**config.mk**
```make
export PLATFORM = sky130hd
export DESIGN_NAME = bcd_bin
export DESIGN_NICKNAME = d
export VERILOG_FILES = /design/src/rtl/bcd_bin.sv
export SDC_FILE = /design/constraint.sdc
export NUM_CORES = 1
export LEC_CHECK = 0
export ABC_AREA = 1
export CELL_PAD_IN_SITES_DETAIL_PLACEMENT = 1
export CELL_PAD_IN_SITES_GLOBAL_PLACEMENT = 2
export CORE_UTILIZATION = 29
export DETAILED_ROUTE_END_ITERATION = 12
export PLACE_DENSITY_LB_ADDON = 0.1
export SETUP_SLACK_MARGIN = 0.05
export SYNTH_ARGS = -nofsm -noshare
export SYNTH_HDL_FRONTEND = slang
export SYNTH_HIERARCHICAL = 1
export SYNTH_SLANG_ARGS = --single-unit
```
**constraint.sdc**
```tcl
create_clock -name clk -period 1.4 [get_ports clk]
set_clock_uncertainty 0.2 [all_clocks]
set_input_delay 0.28 -clock clk [delete_from_list [all_inputs] [get_ports clk]]
set_output_delay 0.28 -clock clk [all_outputs]
set_load 0.02 [all_outputs]
```
**src/rtl/bcd_bin.sv**
```systemverilog
// Sequential packed-BCD to binary converter (reverse double-dabble), one shift step per clock.
// Converts keyed-in BCD digit values back to binary for counters and comparators.

module bcd_bin_chk #(
    parameter int BCD_W = 8,
    parameter int BIN_W = 8,
    parameter int CNT_W = 3
) (
    input logic             clk,
    input logic             rst_n,
    input logic             done,
    input logic             err_flag,
    input logic [BCD_W-1:0] bcd_rem,
    input logic [CNT_W-1:0] cnt,
    input logic             busy,
    input logic             dout_vld
);

    localparam logic [CNT_W-1:0] CNT_LAST = CNT_W'(BIN_W - 1);

    // A valid word must leave no residue in the BCD half after the last step
    a_bcd_drained: assert property (@(posedge clk) disable iff (!rst_n)
        (done && !err_flag) |-> (bcd_rem == {BCD_W{1'b0}}));

    a_cnt_range: assert property (@(posedge clk) disable iff (!rst_n)
        cnt <= CNT_LAST);

    a_vld_not_busy: assert property (@(posedge clk) disable iff (!rst_n)
        !(busy && dout_vld));

endmodule

module bcd_bin #(
    parameter int DIGITS = 2,
    parameter int BIN_W  = 8
) (
    input  logic                  clk,
    input  logic                  rst_n,
    input  logic [4*DIGITS-1:0]   bcd_in,
    input  logic                  din_vld,
    output logic                  busy,
    output logic [BIN_W-1:0]      bin_out,
    output logic                  err_out,
    output logic                  dout_vld
);

    localparam int BCD_W = 4 * DIGITS;
    localparam int SH_W  = BCD_W + BIN_W;
    localparam int CNT_W = (BIN_W > 1) ? $clog2(BIN_W) : 1;
    localparam logic [CNT_W-1:0] CNT_LAST = CNT_W'(BIN_W - 1);

    typedef enum logic [0:0] {
        IDLE = 1'b0,
        CONV = 1'b1
    } state_t;

    // One reverse double-dabble step: shift right, then pull every BCD nibble >= 8 down by 3
    function automatic logic [SH_W-1:0] dabble_step(input logic [SH_W-1:0] sh);
        logic [SH_W-1:0] t;
        logic [3:0]      nib;
        t = sh >> 1'b1;
        for (int d = 0; d < DIGITS; d++) begin
            nib = t[BIN_W + 4*d +: 4];
            if (nib >= 4'd8) begin
                t[BIN_W + 4*d +: 4] = nib - 4'd3;
            end else begin
                t[BIN_W + 4*d +: 4] = nib;
            end
        end
        return t;
    endfunction

    function automatic logic has_bad_digit(input logic [BCD_W-1:0] bcd);
        logic bad;
        bad = 1'b0;
        for (int d = 0; d < DIGITS; d++) begin
            if (bcd[4*d +: 4] > 4'd9) begin
                bad = 1'b1;
            end else begin
                bad = bad;
            end
        end
        return bad;
    endfunction

    state_t             state_r, state_s;
    logic [SH_W-1:0]    sh_r, sh_s, step_s;
    logic [CNT_W-1:0]   cnt_r, cnt_s;
    logic               err_flag_r, err_flag_s;
    logic               busy_r;
    logic [BIN_W-1:0]   bin_out_r, bin_out_s;
    logic               err_out_r, err_out_s;
    logic               dout_vld_r, dout_vld_s;
    logic               done_s;

    // Next-state and datapath update for the IDLE/CONV sequencer
    always_comb begin
        state_s    = state_r;
        sh_s       = sh_r;
        cnt_s      = cnt_r;
        err_flag_s = err_flag_r;
        bin_out_s  = bin_out_r;
        err_out_s  = err_out_r;
        dout_vld_s = 1'b0;
        step_s     = dabble_step(sh_r);
        done_s     = 1'b0;
        case (state_r)
            IDLE: begin
                if (din_vld) begin
                    state_s    = CONV;
                    sh_s       = {bcd_in, {BIN_W{1'b0}}};
                    cnt_s      = {CNT_W{1'b0}};
                    err_flag_s = has_bad_digit(bcd_in);
                end else begin
                    state_s = IDLE;
                end
            end
            CONV: begin
                sh_s = step_s;
                if (cnt_r == CNT_LAST) begin
                    // Invalid words still run full length so latency never depends on data
                    state_s    = IDLE;
                    cnt_s      = {CNT_W{1'b0}};
                    bin_out_s  = err_flag_r ? {BIN_W{1'b0}} : step_s[BIN_W-1:0];
                    err_out_s  = err_flag_r;
                    dout_vld_s = 1'b1;
                    done_s     = 1'b1;
                end else begin
                    cnt_s = cnt_r + CNT_W'(1);
                end
            end
            default: begin
                state_s = IDLE;
            end
        endcase
    end

    // State and output registers
    always_ff @(posedge clk or negedge rst_n) begin
        if (!rst_n) begin
            state_r    <= IDLE;
            sh_r       <= {SH_W{1'b0}};
            cnt_r      <= {CNT_W{1'b0}};
            err_flag_r <= 1'b0;
            busy_r     <= 1'b0;
            bin_out_r  <= {BIN_W{1'b0}};
            err_out_r  <= 1'b0;
            dout_vld_r <= 1'b0;
        end else begin
            state_r    <= state_s;
            sh_r       <= sh_s;
            cnt_r      <= cnt_s;
            err_flag_r <= err_flag_s;
            busy_r     <= (state_s == CONV);
            bin_out_r  <= bin_out_s;
            err_out_r  <= err_out_s;
            dout_vld_r <= dout_vld_s;
        end
    end

    assign busy     = busy_r;
    assign bin_out  = bin_out_r;
    assign err_out  = err_out_r;
    assign dout_vld = dout_vld_r;

    bcd_bin_chk #(
        .BCD_W (BCD_W),
        .BIN_W (BIN_W),
        .CNT_W (CNT_W)
    ) u_chk (
        .clk      (clk),
        .rst_n    (rst_n),
        .done     (done_s),
        .err_flag (err_flag_r),
        .bcd_rem  (step_s[SH_W-1:BIN_W]),
        .cnt      (cnt_r),
        .busy     (busy_r),
        .dout_vld (dout_vld_r)
    );

endmodule
```
==> impl_metrics.yaml <==
run_status:
  run_status: "complete, no violations"
detailed_routing:
  detailedRoute.firstIterationViolations: 40
  drt-vias-per-instance: 4.67
  drt_first_pass_iters: 5
  drc: 0
  drt-wirelength-per-cell_um: 13.4
  via_count: 1101
  finalWirelength_mm: 3.17
  antenna_violating_nets_post_route: 0
timing:
  setup_viol: 0
  max-slew-margin-rel_pct: 77.4
  rsz0062_at_grt: "yes"
  fin_worst_hold_slack_ps: 159
  final_hold_viol_count: 0
  period_needed_ps: 1380
  timing_worst_slew_pin_value_ps: 339
  slew_viol_final: 0
  achievable-frequency_mhz: 724
  fin_crit_sh_pct: 98.6
floorplan:
  start_util_pct: 30.9
  io-pin-count: 22
  die_boundary_height_um: 70.8
  coreArea_mm2: 0.00444
  die_width_um: 70.8
  placementRows: 24
  die_area_mm2: 0.00502
synth:
  ys_seq_area_share_pct: 54.6
  syn-cell-area_mm2: 0.00137
  synth_seq_cells: 30
  synth_top_cell_by_area: "sky130_fd_sc_hd__dfrtp_1"
  synth_cell_types: 20
  syn-mean-instance-area_um2: 9.74
  syn-instance-count: 141
  yosysWarnings: 6
  yosys.area.top_type_share_pct: 54.6
  synth_area_leaders: "sky130_fd_sc_hd__dfrtp_1, sky130_fd_sc_hd__nand2_1, sky130_fd_sc_hd__inv_1"
  synthesis.nets: 156
placed_design:
  port_buffers: 21
  dpl-instance-area_mm2: 0.00174
  gp_congestion: 0.668
  dp.cells: 220
  dpl.hpwl_mm: 2.23
cts:
  cts_sinks: 30
  ctsRootBufferMaster: "sky130_fd_sc_hd__clkbuf_8"
  cts_inserted_buffers: 5
  ctsHtreeMaxLevel: 2
  clock_path_buffers: 2
  tritoncts: "yes"
  clk_latency_ps: 280
  clk_pin_slew_ps: 70
setup_path:
  setup.worst_path.end: "bin_out[2]"
  timing.critical_path.from: "cnt_r[1]"
  worstSetupPathType: "reg -> reg"
  setup.reg_to_reg.worst_slack_ps: 20
  worst_ep_arrival_time_ps: 1390
  worstReg2RegStart: "cnt_r[1]"
  r2r_cells: 6
  worst_setup_path_end_kind: "flip-flop"
  path_max_fanout: 8
  type_of_origin_of_the_critical_path: "flip-flop"
  timing.rr.end: "bin_out[2]"
  worst-endpoint-required_ps: 1410
power:
  p_leak_nw: 0.947
  swShare_pct: 38.6
  total_power_mw: 4.02
  power_frac_seq_pct: 35.3
  power.density_mw_per_mm2: 2060
  power.internal_mw: 2.47
  total_switching_power_mw: 1.55
  vdd_drop_max_mv: 0.945
  power.share.clock_pct: 17.8
  combinational_power_share_pct: 46.9
flow_run:
  max_cap_violations: 0
grt:
  pin_count_of_the_biggest_net_entering_global_routing: 31
  grt_antenna_before_repair: 0
  gr-usage-all-layers_pct: 13.9
  grt_first_pass_wirelength_mm: 5.37
  overflow: 0
  grt_pass1_vias: 1163
layout:
  post_layout_nonfiller_instances: 236
  layout.nets: 198
  final_util_pct: 43.8
  final_area_mm2: 0.00195
  synthToLayoutAreaGrowth_pct: 41.8
  num_antenna_cells: 0
  layout_cells_sized_above_1_pct: 34.2
worst_hold_path:
  min-delay-path-class: "in -> async"
==> state kept, by name, summed over array words and instances, names as in the netlist <==
name,cells
dout_vld,1
bin_out,8
cnt_r,3
err_flag_r,1
busy,1
sh_r,15
err_out,1
==> cells in the mapped netlist <==
master                    number
sky130_fd_sc_hd__nand2_1      38
sky130_fd_sc_hd__dfrtp_1      30
sky130_fd_sc_hd__inv_1        22
sky130_fd_sc_hd__nand3_1      14
sky130_fd_sc_hd__o21ai_2       8
sky130_fd_sc_hd__o22ai_1       7
sky130_fd_sc_hd__ha_1          4
sky130_fd_sc_hd__buf_6         3
sky130_fd_sc_hd__a22o_1        2
sky130_fd_sc_hd__nand2_2       2
sky130_fd_sc_hd__nor2_4        2
sky130_fd_sc_hd__inv_2         1
sky130_fd_sc_hd__inv_6         1
sky130_fd_sc_hd__nand2_4       1
sky130_fd_sc_hd__nand2_8       1
sky130_fd_sc_hd__nand3_2       1
sky130_fd_sc_hd__nor2_1        1
sky130_fd_sc_hd__o21a_1        1
sky130_fd_sc_hd__o21ai_0       1
sky130_fd_sc_hd__o31ai_1       1
==> worst min path at each step <==
| stage | from | cells past startpoint | end | slack [ps] |
|---|---|---|---|---|
| after detailed placement | sh_r[15] | 2 | sh_r[15] | 270 |
| final | rst_n | 2 | bin_out[6] | 160 |
| after global routing | rst_n | 2 | bin_out[6] | 180 |
| after global placement | bin_out[2] | 2 | bin_out[2] | 270 |
| after floorplan | rst_n | 0 | bin_out[0] | -220 |
| after CTS | rst_n | 2 | bin_out[6] | 160 |
==> cells by family after synthesis <==
kind of cell               Yosys count  synth area share [%]
DFF                                 30                  54.6
buffers and inverters               27                  9.38
adders and majority gates            4                  3.64
AOI/OAI and AO/OA                   20                  11.0
and+or+nand+nor                     60                  21.3
==> worst max-delay path, cell delays in order, from the launching register on <==
cell	delay, ps
sky130_fd_sc_hd__dfrtp_1	410
sky130_fd_sc_hd__ha_4	180
sky130_fd_sc_hd__ha_4	160
sky130_fd_sc_hd__nand2_4	100
sky130_fd_sc_hd__buf_12	160
sky130_fd_sc_hd__nand2_4	50
sky130_fd_sc_hd__o21ai_2	50
==> cells in the final DEF, fill, tap and decap left out, drive strengths merged <==
master,count
clkinv,1
o31ai,1
o22ai,7
nand3,15
ha,4
inv,24
clkdlybuf4s50,9
buf,27
dfrtp,30
nand2,43
a22o,2
o21ai,9
nor2,3
o21a,1
dlymetal6s2s,1
clkbuf,7
==> timing repair <==
| action | 4_1_cts | 5_1_grt |
|---|---|---|
| resized for setup | 59 | 16 |
| setup endpoints to repair | 21 | 33 |
| endpoints found under the hold margin | 0 | 0 |
| gates cloned | 1 | 0 |
| hold buffers | 0 | 0 |
| pin swaps | 3 | 2 |
| setup buffers | 2 | 5 |
==> routing by layer <==
| layer | GRT usage [%] | routed length, µm | vias to the layer above | share of wire [%] |
|---|---|---|---|---|
| met2 | 22.1 | 1510 | 20 | 48 |
| met1 | 17.7 | 1480 | 539 | 47 |
| met3 | 4.99 | 132 | 6 | 4.2 |
| met4 | 4.67 | 48 | 0 | 1.5 |
| met5 | 0 | 0 | - | 0 |
| li1 | - | - | 536 | - |
==> stage by stage <==
| stage | TNS [ps] | worst slack, ps |
|---|---|---|
| final | 0 | 19.6 |
| after global routing | -147 | -22.2 |
| after CTS | 0 | 6.17 |
| after detailed placement | -3360 | -207 |
| after global placement | -2590 | -157 |
| after floorplan | 0 | 59.1 |
==> power groups by stage <==
stage | logic, mW | registers, mW | clock network, mW
2_1_floorplan | 0.934 | 1.51 | 0
3_3_place_gp | 1.61 | 1.40 | 0
3_5_place_dp | 1.68 | 1.41 | 0
4_1_cts | 1.75 | 1.42 | 0.745
5_1_grt | 2.09 | 1.46 | 0.786
6_report | 1.88 | 1.42 | 0.715
==> cell type report <==
type | count | area (µm²)
fill | 504 | 2500
sequential | 30 | 751
multi-input combinational | 85 | 599
timing repair buffer | 37 | 344
inverter | 24 | 97.6
clock buffer | 7 | 86.3
tap | 52 | 65.1
clock inverter | 1 | 5.00
(Power assumes the default switching activity.)
